==> config.mk <==
export PLATFORM = sky130hd
export DESIGN_NAME = hp_video_capture
export DESIGN_NICKNAME = d
export VERILOG_FILES = /design/src/rtl/hp_video_capture.sv
export SDC_FILE = /design/constraint.sdc
export NUM_CORES = 1
export LEC_CHECK = 0
export CORE_UTILIZATION = 55
export DETAILED_ROUTE_END_ITERATION = 6
export DONT_BUFFER_PORTS = 1
export GPL_TIMING_DRIVEN = 0
export HOLD_SLACK_MARGIN = 0.06
export PLACE_DENSITY = 0.7
export SYNTH_ARGS = -nofsm -noshare
export SYNTH_HDL_FRONTEND = slang
export SYNTH_SLANG_ARGS = --single-unit
==> constraint.sdc <==
create_clock -name CLK -period 6.84 [get_ports CLK]
set_clock_uncertainty 0.05 [all_clocks]
set_input_delay 1.368 -clock CLK [delete_from_list [all_inputs] [get_ports CLK]]
set_output_delay 1.368 -clock CLK [all_outputs]
set_load 0.1 [all_outputs]
==> src/rtl/hp_video_capture.sv <==
// Samples the HP instrument's raw video and writes one 8-bit intensity per
// stored pixel, row-major from address 0, into the frame BRAM read by the VGA stage.
module hp_video_capture #(
  parameter int H_PIXELS    = 128,
  parameter int V_LINES     = 128,
  parameter int H_BACKPORCH = 40,
  parameter int V_BACKPORCH = 8,
  parameter int SAMPLE_DIV  = 2,
  parameter int ADDR_W      = 14
) (
  input  logic              CLK,
  input  logic              RESET_N,
  input  logic              ENABLE,
  input  logic              HP_HS,
  input  logic              HP_VS,
  input  logic              HP_VIDEO,
  input  logic              HP_DIM,
  output logic [ADDR_W-1:0] BRAM_ADDR,
  output logic [7:0]        BRAM_DIN,
  output logic              BRAM_WE,
  output logic              FRAME_DONE,
  output logic              SYNC_ERR
);

  localparam int CW = 16;
  localparam logic [CW-1:0] H_PIX    = CW'(H_PIXELS);
  localparam logic [CW-1:0] V_LIN    = CW'(V_LINES);
  localparam logic [CW-1:0] H_BP     = CW'(H_BACKPORCH);
  localparam logic [CW-1:0] V_BP     = CW'(V_BACKPORCH);
  localparam logic [CW-1:0] DIV_LAST = CW'(SAMPLE_DIV - 1);

  typedef enum logic [2:0] {IDLE, VSKIP, HWAIT, HPORCH, ACTIVE, DONE} state_t;

  state_t state, state_next;

  logic [2:0] hs_sync, vs_sync;
  logic [1:0] vid_sync, dim_sync;
  logic       hs_rise, vs_rise;
  logic [7:0] pix;

  logic [CW-1:0] x_cnt, line_cnt, skip_cnt, porch_cnt, div_cnt;
  logic [CW-1:0] line_cur, x_base;
  logic do_sample, start_line, line_end, restart, err, skip_inc;
  logic porch_load, porch_dec, jump, done;

  // Two flops for metastability, the third only as the edge-detect reference.
  always_ff @(posedge CLK or negedge RESET_N) begin
    if (!RESET_N) begin
      hs_sync  <= '0;
      vs_sync  <= '0;
      vid_sync <= '0;
      dim_sync <= '0;
    end else begin
      hs_sync  <= {hs_sync[1:0], HP_HS};
      vs_sync  <= {vs_sync[1:0], HP_VS};
      vid_sync <= {vid_sync[0], HP_VIDEO};
      dim_sync <= {dim_sync[0], HP_DIM};
    end
  end

  assign hs_rise = hs_sync[1] & ~hs_sync[2];
  assign vs_rise = vs_sync[1] & ~vs_sync[2];
  assign pix     = vid_sync[1] ? (dim_sync[1] ? 8'h80 : 8'hFF) : 8'h00;

  always_ff @(posedge CLK or negedge RESET_N) begin
    if (!RESET_N) state <= IDLE;
    else          state <= state_next;
  end

  always_comb begin
    // NOTE: every signal gets a default first so no path can infer a latch.
    state_next = state;
    do_sample  = 1'b0;
    start_line = 1'b0;
    line_end   = 1'b0;
    restart    = 1'b0;
    err        = 1'b0;
    skip_inc   = 1'b0;
    porch_load = 1'b0;
    porch_dec  = 1'b0;
    jump       = 1'b0;
    done       = 1'b0;
    line_cur   = line_cnt;
    x_base     = x_cnt;

    if (!ENABLE) begin
      state_next = IDLE;
    end else if (vs_rise && state != IDLE && state != DONE) begin
      // VS outranks any simultaneous HS; an unexpected one is flagged.
      err        = (state != VSKIP);
      restart    = 1'b1;
      state_next = (V_BP == '0) ? HWAIT : VSKIP;
    end else begin
      unique case (state)
        IDLE: if (vs_rise) begin
          restart    = 1'b1;
          state_next = (V_BP == '0) ? HWAIT : VSKIP;
        end
        VSKIP: if (hs_rise) begin
          skip_inc = 1'b1;
          if (skip_cnt + 16'd1 >= V_BP) state_next = HWAIT;
        end
        HWAIT:  if (hs_rise) start_line = 1'b1;
        HPORCH: begin
          if (porch_cnt <= 16'd1) begin
            do_sample  = 1'b1;
            state_next = ACTIVE;
          end else begin
            porch_dec = 1'b1;
          end
        end
        ACTIVE: begin
          if (hs_rise) begin
            // Short line: abandon the rest and treat this edge as the next line's HS.
            err      = 1'b1;
            jump     = 1'b1;
            line_cur = line_cnt + 16'd1;
            x_base   = '0;
            if (line_cur == V_LIN) state_next = DONE;
            else                   start_line = 1'b1;
          end else if (div_cnt == DIV_LAST) begin
            do_sample = 1'b1;
          end
        end
        DONE: begin
          done       = 1'b1;
          state_next = IDLE;
        end
        default: state_next = IDLE;
      endcase

      if (start_line) begin
        if (H_BP == '0) begin
          do_sample  = 1'b1;
          state_next = ACTIVE;
        end else begin
          porch_load = 1'b1;
          state_next = HPORCH;
        end
      end

      if (do_sample && (x_base + 16'd1 == H_PIX)) begin
        line_end   = 1'b1;
        state_next = (line_cur + 16'd1 == V_LIN) ? DONE : HWAIT;
      end
    end
  end

  // Later assignments in this block deliberately override earlier ones.
  always_ff @(posedge CLK or negedge RESET_N) begin
    if (!RESET_N) begin
      BRAM_ADDR  <= '0;
      BRAM_DIN   <= '0;
      BRAM_WE    <= 1'b0;
      FRAME_DONE <= 1'b0;
      SYNC_ERR   <= 1'b0;
      x_cnt      <= '0;
      line_cnt   <= '0;
      skip_cnt   <= '0;
      porch_cnt  <= '0;
      div_cnt    <= '0;
    end else begin
      // NOTE: non-blocking assignments so every register samples pre-edge values.
      BRAM_WE    <= 1'b0;
      FRAME_DONE <= done;
      SYNC_ERR   <= err;

      if (BRAM_WE && ENABLE) BRAM_ADDR <= BRAM_ADDR + 1'b1;
      if (state == ACTIVE)   div_cnt   <= div_cnt + 16'd1;
      if (skip_inc)          skip_cnt  <= skip_cnt + 16'd1;

      if (porch_load)     porch_cnt <= H_BP;
      else if (porch_dec) porch_cnt <= porch_cnt - 16'd1;

      if (restart) begin
        line_cnt  <= '0;
        skip_cnt  <= '0;
        x_cnt     <= '0;
        BRAM_ADDR <= '0;
      end

      if (jump) begin
        line_cnt  <= line_cur;
        x_cnt     <= '0;
        BRAM_ADDR <= ADDR_W'(line_cur) * ADDR_W'(H_PIXELS);
      end

      if (do_sample) begin
        BRAM_WE  <= 1'b1;
        BRAM_DIN <= pix;
        x_cnt    <= x_base + 16'd1;
        div_cnt  <= '0;
      end

      if (line_end) begin
        line_cnt <= line_cur + 16'd1;
        x_cnt    <= '0;
      end

      if (done) BRAM_ADDR <= '0;
    end
  end

endmodule

# Word level (Yosys, flattened, before mapping)
# Index checks and enable logic that the tools add are counted.
# op_classes
n_reduce_logical	13
muxes	82
order_cmp	2
n_bitwise	4
n_eq_ne	18
addsub	9
# ops
operator	n
2-to-1 mux 16 bit	24
adder 16 x 1 -> 16 bit, second input constant	7
2-to-1 mux 14 bit	4
== test 16 x 8 -> 1 bit, second input constant	3
2-to-1 mux 1 bit	38
2-to-1 mux 3 bit	11
inequality test 6 bit, second input constant	4
== test 16 x 1 -> 1 bit, second input constant	1
>= comparator 16 x 4 -> 1 bit, second input constant	1
<= comparator 16 x 1 -> 1 bit, second input constant	1
subtractor 16 x 1 -> 16 bit, second input constant	1
one-hot mux 3 bit (5 select lines)	1
adder 14 x 1 -> 14 bit, second input constant	1
inequality test 6 x 5 -> 1 bit, second input constant	2
2-to-1 mux 8 bit	1
nonzero test 4 bit	2
2-to-1 mux 7 bit	1
AND reduction 7 bit	1
== test 3 x 2 -> 1 bit, second input constant	2
== test 3 bit, second input constant	2
nonzero test 2 bit	3
nonzero test 3 bit	2
inequality test 5 bit, second input constant	1
logical AND 1 bit	4
other kinds (7)	10
# totals
inputBits	7
word_cells	143
reg_bits	118

# Logic depth before layout (Yosys ltp)
# depth
depth_word	13
depth_mapped	14
depth_no_buf	12

# Worst setup path before layout
# Ideal clock, no wire load.
# synth_path
path_type	register -> register
startpoint	register porch_cnt[12]
endpoint	register line_cnt[15]
path_buffers	1
path_stages_with_launch	10
slack_ps	2968
t_arrival_ps	3696
cell_sequence	dfrtp_1 > or4_4 > or4_4 > o32a_1 > or4_4 > or4_1 > or3_1 > buf_2 > o31a_1 > a221o_1
# synth_between
elab_chain_len	10
# synth_lines
item	line	source
from (decl)	41	logic [CW-1:0] x_cnt, line_cnt, skip_cnt, porch_cnt, div_cnt;
from (signal assigned)	173	else if (porch_dec) porch_cnt <= porch_cnt - 16'd1;
<= comparator 16 x 1 -> 1 bit *	105	if (porch_cnt <= 16'd1) begin
2-to-1 mux 1 bit *	105	
one-hot mux 1 bit (2 select lines) *	94	unique case (state)
2-to-1 mux 1 bit *	88	end else if (vs_rise && state != IDLE && state != DONE) begin
2-to-1 mux 1 bit *	86	if (!ENABLE) begin
logical AND 1 bit *	142	if (do_sample && (x_base + 16'd1 == H_PIX)) begin
2-to-1 mux 1 bit *	142	
2-to-1 mux 1 bit *	88	
2-to-1 mux 1 bit *	86	
nonzero test 3 bit (no source line) or 2-to-1 mux 16 bit (tied branches)	n/a	
to (signal assigned)	183	line_cnt <= line_cur;
to (signal assigned)	196	line_cnt <= line_cur + 16'd1;
to (decl)	41	
# Mark *: on every way between the ends. The rest lies on a longest branch, timed or not. The select of a mux whose other input is x is not followed.
# A chain may end at the register's enable or synchronous reset.

# Worst setup path in the final report
# layout_path
startpoint	register state[0]
endpoint	register x_cnt[14]
# layout_between
elab_chain_len	11
# layout_lines
item	line	source
from (decl)	34	state_t state, state_next;
from (signal assigned)	67	else state <= state_next;
== test 3 bit	94	
2-to-1 mux 16 bit	94	
2-to-1 mux 16 bit	88	
2-to-1 mux 16 bit	86	
adder 16 x 1 -> 16 bit	142	
== test 16 x 8 -> 1 bit	142	
logical AND 1 bit	142	
2-to-1 mux 1 bit	142	
2-to-1 mux 1 bit	88	
2-to-1 mux 1 bit	86	
nonzero test 4 bit (no source line) or 2-to-1 mux 16 bit (tied branches)	n/a	
to (signal assigned)	191	x_cnt <= x_base + 16'd1;
to (decl)	41	
# Several ways; a longest one is shown, not always the timed one. The select of a mux whose other input is x is not followed.

==> flow_summary_export.csv <==
group,metric,value,unit
outcome,run_status,"finished clean",
clock_network,root_buffer,"clkbuf_16",
sta,finalSetupViolations,0,
clock_network,htreeDepth,3,
floorplanning,die_h,117.0,um
final_layout,final_cell_area,7815,um^2
hold_path,hold_path_class,"reg -> reg",
global_route,overflow,0,
logic_synthesis,synth_enable_flop_cells,0,
clock_network,cts-resized-gates,0,
clock_network,ctsHoldBuffers,0,
sta,post-route-period-util,68.25,%
floorplanning,rows,41,
clock_network,cts_setup_buffers,0,
clock_network,insertion_delay,0.36,ns
logic_synthesis,seq_area_frac_synth,38.51,%
drt,vias_per_cell,6.343,
logic_synthesis,async_reset_ff_share,100.0,%
drt,wl_met1,8822,um
logic_synthesis,syn_nets,909,
clock_network,cts_num_sinks,112,
sta,drv_slew,0,
global_route,track_usage,30.39,%
worst_setup_path,critical-path-top-delay-family,"simple AND/OR/NAND/NOR gates",
logic_synthesis,syn_inst,893,
drt,highest_layer,"met4",
final_layout,post-route-util,61.18,%
hold_path,min_path_cells,0,
logic_synthesis,yosys.area.top_type,"dfrtp_1",
power_and_ir_drop,p_leak,3.002,nW
worst_setup_path,crit_path_top_delay_cell,"nor4_1",
worst_setup_path,reg2reg_slack,2.17,ns
drt,vias,6857,
floorplanning,die_x,117.0,um
logic_synthesis,synth-main-ff-cell,"dfrtp_1",
logic_synthesis,netlist.area_leader.share,38.51,%
worst_setup_path,r2r_cells,14,
sta,rsz0062_at_grt,"no",
placement,port_buffers,0,
sta,fin_setup_tns,0,ns
hold_path,worstHoldStart,"hs_sync[0]",
clock_network,clock_path_buffers,2,
final_layout,antenna_cells,0,
final_layout,finalNetCount,920,
drt,drt-total-wl,19890,um
worst_setup_path,crit_chain,"clkbuf_1, nor3b_1, nand4_1, clkbuf_1, clkbuf_1, and2_1, ha_1, inv_1, nor4_1, nand2_1, nor3_1, nor2_1, o21ai_0, o21ai_0",
floorplanning,dieArea,13690,um^2
sta,hold_viol,0,
final_layout,drive_above_1_share,4.510,%
worst_setup_path,reg2reg_from,"state[0]",
drt,dr.pass1.iters,5,
power_and_ir_drop,total_power,2.020,mW
logic_synthesis,synth_cell_types,61,
power_and_ir_drop,peakVddDrop,343.5,uV
drt,wire_per_inst,18.40,um
sta,fin_ws,2.172,ns
drt,postRouteAntennaNets,0,
worst_setup_path,path_buf_inv,4,
placement,dpl-instance-area,7492,um^2
worst_setup_path,r2r-end,"x_cnt[14]",
final_layout,layout_commonest_cell,"dfrtp_1",
worst_setup_path,end_kind,"register",
final_layout,syn2layout_area_growth,7.393,%
worst_setup_path,start_kind,"register",
clock_network,cts_tree,"built",
sta,fmax,214.2,MHz
placement,gp_congestion,0.9326,
drt,drtIter0Drc,643,
drt,routed-wl-met3,1470,um
flow_run,drv_cap,0,
power_and_ir_drop,p_per_area,258.4,nW/um^2
placement,pre_cts_ws,2.001,ns
floorplanning,start_util,56.97,%
clock_network,clk_pin_slew,0.08,ns
placement,dp_hpwl,14410,um
global_route,grt_pass1_vias,6211,
drt,drc,0,
worst_setup_path,cpPeakStageDelay,0.86,ns
logic_synthesis,ys_seq_elements,112,
hold_path,hold_end,"hs_sync[1]",
final_layout,most-common-layout-cells,"dfrtp_1, nor2_1, nand2_1",
logic_synthesis,synthTopCellsByArea,"dfrtp_1, nor2_1, nand2_1, o21ai_0, xnor2_1",
sta,period_needed,4.668,ns
worst_setup_path,cp.required,7.02,ns
drt,dr_wl_met2,9136,um
logic_synthesis,avgSynthCellArea,8.149,um^2
logic_synthesis,synth_area,7277,um^2
floorplanning,core_area,12770,um^2
global_route,grt_pass1_wl,31840,um
floorplanning,io_pins,32,
global_route,grt_max_degree,113,
logic_synthesis,ys_warn_count,0,
clock_network,cts-buffers-inserted,9,
worst_setup_path,worstSetupPathType,"reg -> reg",
sta,worstMarginPinSlew,1.202,ns
worst_setup_path,arrival,4.85,ns
global_route,antenna_found_initial,0,
sta,slew_headroom,18.62,%
worst_setup_path,crit_fanout,10,
worst_setup_path,cpMostUsedCell,"clkbuf_1",
## cells in the mapped netlist (13+ instances only)
library cell	n
inv_1	20
a21oi_1	43
dfrtp_1	112
nor3_1	32
nand3_1	50
o21ai_0	68
nand4_1	24
a31oi_1	15
o31ai_1	13
and3_1	17
nor4_1	21
xor2_1	29
xnor2_1	36
clkbuf_1	48
nand2_1	95
nor2_1	100
## layout make-up
cell class                      count  area, um^2
Buffer                             58       244.0
Tap cell                          172       215.2
Multi-Input combinational cell    703        4155
Inverter                           20       75.07
Clock buffer                       10       239.0
Fill cell                        1118        4959
Sequential cell                   112        2803
Clock inverter                      6       83.83
## per-layer routing
layer,GRT usage (%),vias to the layer above
met2,48.28,243
met1,41.56,3319
met3,6.282,40
met4,9.958,0
li1,-,3255
met5,0,-
## metrics by stage
step / std cells / hold slack (ns)
final: 1081 / 0.3035
after global routing: 1081 / 0.3078
after CTS: 1081 / 0.3056
after detailed placement: 1065 / 0.2863
after global placement: 1065 / 0.2817
after floorplan: 893 / 0.2812
## worst max-delay path by stage
stage | from | endpoint | cells past startpoint
detailed placement | ENABLE | x_cnt[14] | 12
global route | state[0] | x_cnt[14] | 14
floorplan | porch_cnt[12] | line_cnt[15] | 9
finish | state[0] | x_cnt[14] | 14
CTS | state[0] | x_cnt[14] | 14
global placement | ENABLE | x_cnt[14] | 12
## report_power, final
| group | switching [mW] | internal, mW | leakage (nW) | total [mW] |
|---|---|---|---|---|
| Combinational | 0.349 | 0.182 | 1.38 | 0.531 |
| Clock | 0.266 | 0.304 | 0.158 | 0.570 |
| Sequential | 0.157 | 0.762 | 1.47 | 0.919 |
## state kept, by name, indices dropped and copies added, names as in the netlist
register / flops
porch_cnt: 16
hs_sync: 3
x_cnt: 16
dim_sync: 2
div_cnt: 16
vid_sync: 2
state: 3
line_cnt: 16
skip_cnt: 16
BRAM_ADDR: 14
BRAM_DIN: 2
SYNC_ERR: 1
vs_sync: 3
FRAME_DONE: 1
BRAM_WE: 1
## cells by family (layout without fill, tap and decap cells)
kind of cell	count (synthesis)	count (layout)	share of synthesized area [%]
adders and majority gates	10	10	1.685
DFF	112	112	38.51
muxes	7	7	1.032
AOI/OAI and AO/OA	209	209	18.23
buffers and inverters	78	94	4.384
xor gates and xnor gates	65	65	7.823
and+or+nand+nor	412	412	28.34
(Power assumes the default switching activity.)
==> RTL edit 1: new RTL, config.mk and constraints unchanged <==
Change the parameter `V_BACKPORCH` from 8 to 4.
--- a/src/rtl/hp_video_capture.sv
+++ b/src/rtl/hp_video_capture.sv
@@ -5,5 +5,5 @@
   parameter int V_LINES     = 128,
   parameter int H_BACKPORCH = 40,
-  parameter int V_BACKPORCH = 8,
+  parameter int V_BACKPORCH = 4,
   parameter int SAMPLE_DIV  = 2,
   parameter int ADDR_W      = 14
Behaviour: no difference found for any inputs over 10 cycles, from zero or initial values and one cycle with RESET_N low; that may be too few to reach the edited logic, so the function may still have changed.
==> RTL edit 1 against the unedited design <==
Final area increased by 2.2%. Worst setup slack lost 0.18 ns. Sequential cell count did not move. Utilization decreased by 0.61 points. Synthesized area grew 2.0%. Synthesized cell count is 2.7% lower. Non-clock buffer count decreased by 6. Maximum frequency shrank 3.7%. Highest routed layer unchanged. Wire length rose by 2.2%. Critical path type is now in -> reg. Power is 1.6% higher. Via count about the same. Critical path depth decreased by 2. Sequential power is 0.7% higher.
==> RTL edit 1: results (changes against the unedited design) <==
Status
  • Run status: finished, final reports clean

Clock tree
  • CTS buffer count: 9 (unchanged)
  • Deepest clock path buffer count: 2 (unchanged)
  • Post-CTS sizing: 0 (unchanged)
  • H-tree depth: 3 (unchanged)
  • Worst skew pair latency: 0.36 ns (about the same)
  • Worst-path clk slew: 0.08 ns (about the same)

Hold path
  • Hold Crit Class: reg -> reg
  • Launch point of the worst hold path: vs_sync[0]

Synthesis
  • Synthesized-area fraction occupied by adder cells: 1.65% (-0.034 points)
  • Compound-cell area share of the yosys netlist: 20.1% (+1.8 points)
  • Most area-consuming cells after synthesis: dfrtp_1 (38%), nor2_1 (6.0%), o21ai_0 (3.9%)
  • Mux share of post-synthesis cell area: 0.859% (-0.17 points)
  • Fraction of registers with async set/reset: 100% (unchanged)
  • Yosys warns: 0 (unchanged)
  • Synth Area in XOR/XNOR: 6.25% (-1.6 points)
  • Register area share after synthesis: 37.7% (-0.77 points)
  • EDFF count, synth: 0 (unchanged)
  • Syn Nets: 885 (-2.6%)
  • Commonest cells in the netlist: nor2_1 (119), dfrtp_1 (112), nand2_1 (70), o21ai_0 (58), a21oi_1 (51)
  • Post-synth cell types: 85 (+39%)

Critical path
  • Reg-to-reg slack, setup: 2.26 ns (+0.09 ns)
  • Critical path arrival: 5.05 ns (+0.20 ns)
  • Critical path launch point: ENABLE
  • Worst R2R Start: state[1]
  • CP Max Fanout: 10 (unchanged)

Global route
  • Initial antenna violation count: 0 (unchanged)
  • Vias in the first global route: 6428 (+3.5%)
  • First-pass GRT wire length: 34.0 mm (+6.7%)
  • Gr usage total: 30.5% (+0.14 points)
  • Largest net degree at the start of global routing: 113 (unchanged)

Drt
  • Number of DRC markers in iteration 0: 707 (+10%)
  • Via/cell ratio: 6.47 (+2.0%)
  • Pre-antenna DRT Iters: 5 (unchanged)
  • DR WL/cell: 19.2 um (+4.2%)

Place
  • Gpl congestion: 0.905 (-3.0%)
  • Hpwl dp: 14.4 mm (-0.15%)

Final layout
  • Ratio of cells with drive above 1 in the final layout: 8.36% (+3.9 points)
  • Layout Nets: 896 (-2.6%)
  • # diodes: 0 (unchanged)
  • Fillers: 1189 (+6.4%)

STA
  • Slew headroom: 29.6% (+11 points)
  • Final setup fails: 0 (unchanged)
  • Final Hold Vio Count: 0 (unchanged)

Pwr
  • VDD IR max: 292 uV (-15%)
  • P_leak: 3.20 nW (+6.6%)
## RTL edit 1: changes by cell type after synthesis, sizes merged, moves of 7 or more
cell / delta
a21oi: +9
buf: +19
clkbuf: -25
nand2: -24
nand3: -12
nor2: +20
o21ai: -8
xnor2: -7
## RTL edit 1: logic make-up (layout without fill, tap and decap cells)
kind of cell	after synthesis	after routing
buf+inv	67	83
compound gates	223	223
mux	6	6
xor+xnor	53	53
fa+ha+maj	10	10
simple gates	398	398
flops	112	112
## RTL edit 1: report_power, final
part           internal (W)  leakage, nW  total [W]  switching, W
sequential         0.000760         1.47   0.000925      0.000166
clock              0.000340        0.168   0.000613      0.000273
combinational      0.000170         1.56   0.000514      0.000343
total               0.00127         3.20    0.00205      0.000782
## RTL edit 1: critical path: stages
cell and delay (ns):
nand4b_1 0.38, clkbuf_1 0.53, clkbuf_1 0.53, buf_2 0.39, and2_1 0.19, ha_1 0.22, nand4_1 0.21, or4_1 0.61
nor2_1 0.26, a31oi_1 0.12, o21ai_0 0.14, o21ai_0 0.09
## RTL edit 1: final cells by class
cell class / count / share of cell area [%]
well taps: 176 / 2.76
plain buffers: 52 / 3.40
clock inverters: 6 / 1.32
flip-flops and latches: 112 / 35.1
inverters: 15 / 0.861
multi-input cells: 690 / 53.6
clock buffers: 10 / 2.99
## RTL edit 1: layer usage
| metal | vias to the layer above | global-route usage [%] | share of wire [%] |
|---|---|---|---|
| li1 | 3218 | - | - |
| met4 | 0 | 10.7 | 2.8 |
| met2 | 285 | 47.5 | 46 |
| met5 | - | 0 | 0 |
| met1 | 3312 | 42.8 | 45 |
| met3 | 47 | 5.36 | 6.1 |
## RTL edit 1: final timing paths
path	depth (start not counted)	endpoint
setup / recovery	12	x_cnt[14]
hold / removal	0	vs_sync[1]
setup reg to reg	13	x_cnt[14]
hold reg to reg	0	vs_sync[1]
max in group asynchronous	0	BRAM_ADDR[13]
min in group asynchronous	0	x_cnt[12]
## RTL edit 1: stage by stage
step                instance area (sq um)  hold slack (ns)  worst slack [ns]  std cells
floorplan                            7420            0.281              2.79        869
global placement                     7640            0.284              1.75       1045
detailed placement                   7640            0.286              1.71       1045
CTS                                  7990            0.304              2.06       1061
global route                         7990            0.308              1.79       1061
finish                               7990            0.301              1.99       1061
==> RTL edit 2: new RTL, same settings <==
Made on the original files. The output `FRAME_DONE` loses its register stage (`FRAME_DONE` becomes a continuous assignment).
--- a/src/rtl/hp_video_capture.sv
+++ b/src/rtl/hp_video_capture.sv
@@ -153,5 +153,4 @@
       BRAM_DIN   <= '0;
       BRAM_WE    <= 1'b0;
-      FRAME_DONE <= 1'b0;
       SYNC_ERR   <= 1'b0;
       x_cnt      <= '0;
@@ -163,5 +162,4 @@
       // NOTE: non-blocking assignments so every register samples pre-edge values.
       BRAM_WE    <= 1'b0;
-      FRAME_DONE <= done;
       SYNC_ERR   <= err;
 
@@ -202,4 +200,6 @@
   end
 
+  assign FRAME_DONE = done;
+
 endmodule
 
Check against the original RTL: no difference found for any inputs over 10 cycles, from zero or initial values and one cycle with RESET_N low; that may be too few to reach the edited logic, so the function may still have changed.
==> RTL edit 2 against the unedited design <==
Clock power fell by 4.7%. Sequential cell count shrank 1. Worst setup slack gained 0.39 ns. Global-route usage shrank 1.5 points. Final area rose by 0.13%. Power barely moved. Synthesized area up 0.38%. Wire length down 3.7%. Via count is 1.2% lower. Non-clock buffer count decreased by 10. Sequential power is 4.4% higher. Combinational power is 3% lower. Count of clock-buffer cells in the layout is 1 lower. Highest routed layer unchanged.
==> RTL edit 2: results (changes against the unedited design) <==
Synthesis
  • Compound-cell area share of the yosys netlist: 18.0% (-0.27 points)
  • Syn Inst Count: 878 (-1.7%)
  • Register area share after synthesis: 38.0% (-0.49 points)
  • Commonest cells in the netlist: nor2_1 (112), dfrtp_1 (111), nand2_1 (90), o21ai_0 (71), nand3_1 (45)
  • Syn Nets: 894 (-1.7%)

Final layout
  • Layout Nets: 905 (-1.6%)
  • Number of flip-flops and latches: 111 (-0.89%)
  • NonClk Buf Share: 2.72% (-0.40 points)
  • Ratio of cells with drive above 1 in the final layout: 5.93% (+1.4 points)
  • Sequential cell area share: 35.5% (-0.37 points)
  • Buffers excl. clock: 48 (-17%)

Place
  • Hpwl dp: 13.7 mm (-4.7%)
  • Dpl cell area: 7520 sq um (+0.37%)
  • Gpl congestion: 0.945 (+1.4%)

Status
  • Run status: finished, final reports clean

Global route
  • Largest net degree at the start of global routing: 112 (-0.88%)
  • First-pass GRT wire length: 30.6 mm (-4.0%)
  • Gr usage total: 28.9% (-1.5 points)
  • GR Layer Usage met3: 4.89% (-1.4 points)

Critical path
  • Reg-to-reg slack, setup: 2.77 ns (+0.60 ns)
  • Worst reg-to-reg path cell count: 12 (-2)
  • Largest stage delay, worst path: 0.59 ns (-0.27 ns)

Drt
  • Number of DRC markers in iteration 0: 675 (+5.0%)
  • Routed met1 length: 8.77 mm (-0.61%)
  • Drt total wl: 19.1 mm (-3.7%)
## RTL edit 2: cell types whose count changed after synthesis, moves of 8 or more
cell | before | now
clkbuf_1 | 48 | 33
or4_1 | 4 | 14
a31oi_1 | 15 | 4
nor2_1 | 100 | 112
nor3_1 | 32 | 22
o21ai_1 | 0 | 8
## RTL edit 2: report_power, final
group	total (W)	internal [W]	switching (W)
Combinational	0.000516	0.000181	0.000335
Clock	0.000543	0.000289	0.000254
Sequential	0.000959	0.000759	0.000200
## RTL edit 2: worst max-delay path by stage
stage / startpoint / endpoint / slack (ns) / depth (start not counted)
finish: ENABLE / line_cnt[14] / 2.56 / 11
global route: ENABLE / line_cnt[14] / 2.17 / 11
CTS: ENABLE / line_cnt[14] / 2.62 / 11
detailed placement: ENABLE / line_cnt[14] / 2.26 / 11
global placement: ENABLE / line_cnt[14] / 2.30 / 11
floorplan: ENABLE / FRAME_DONE / 3.01 / 3
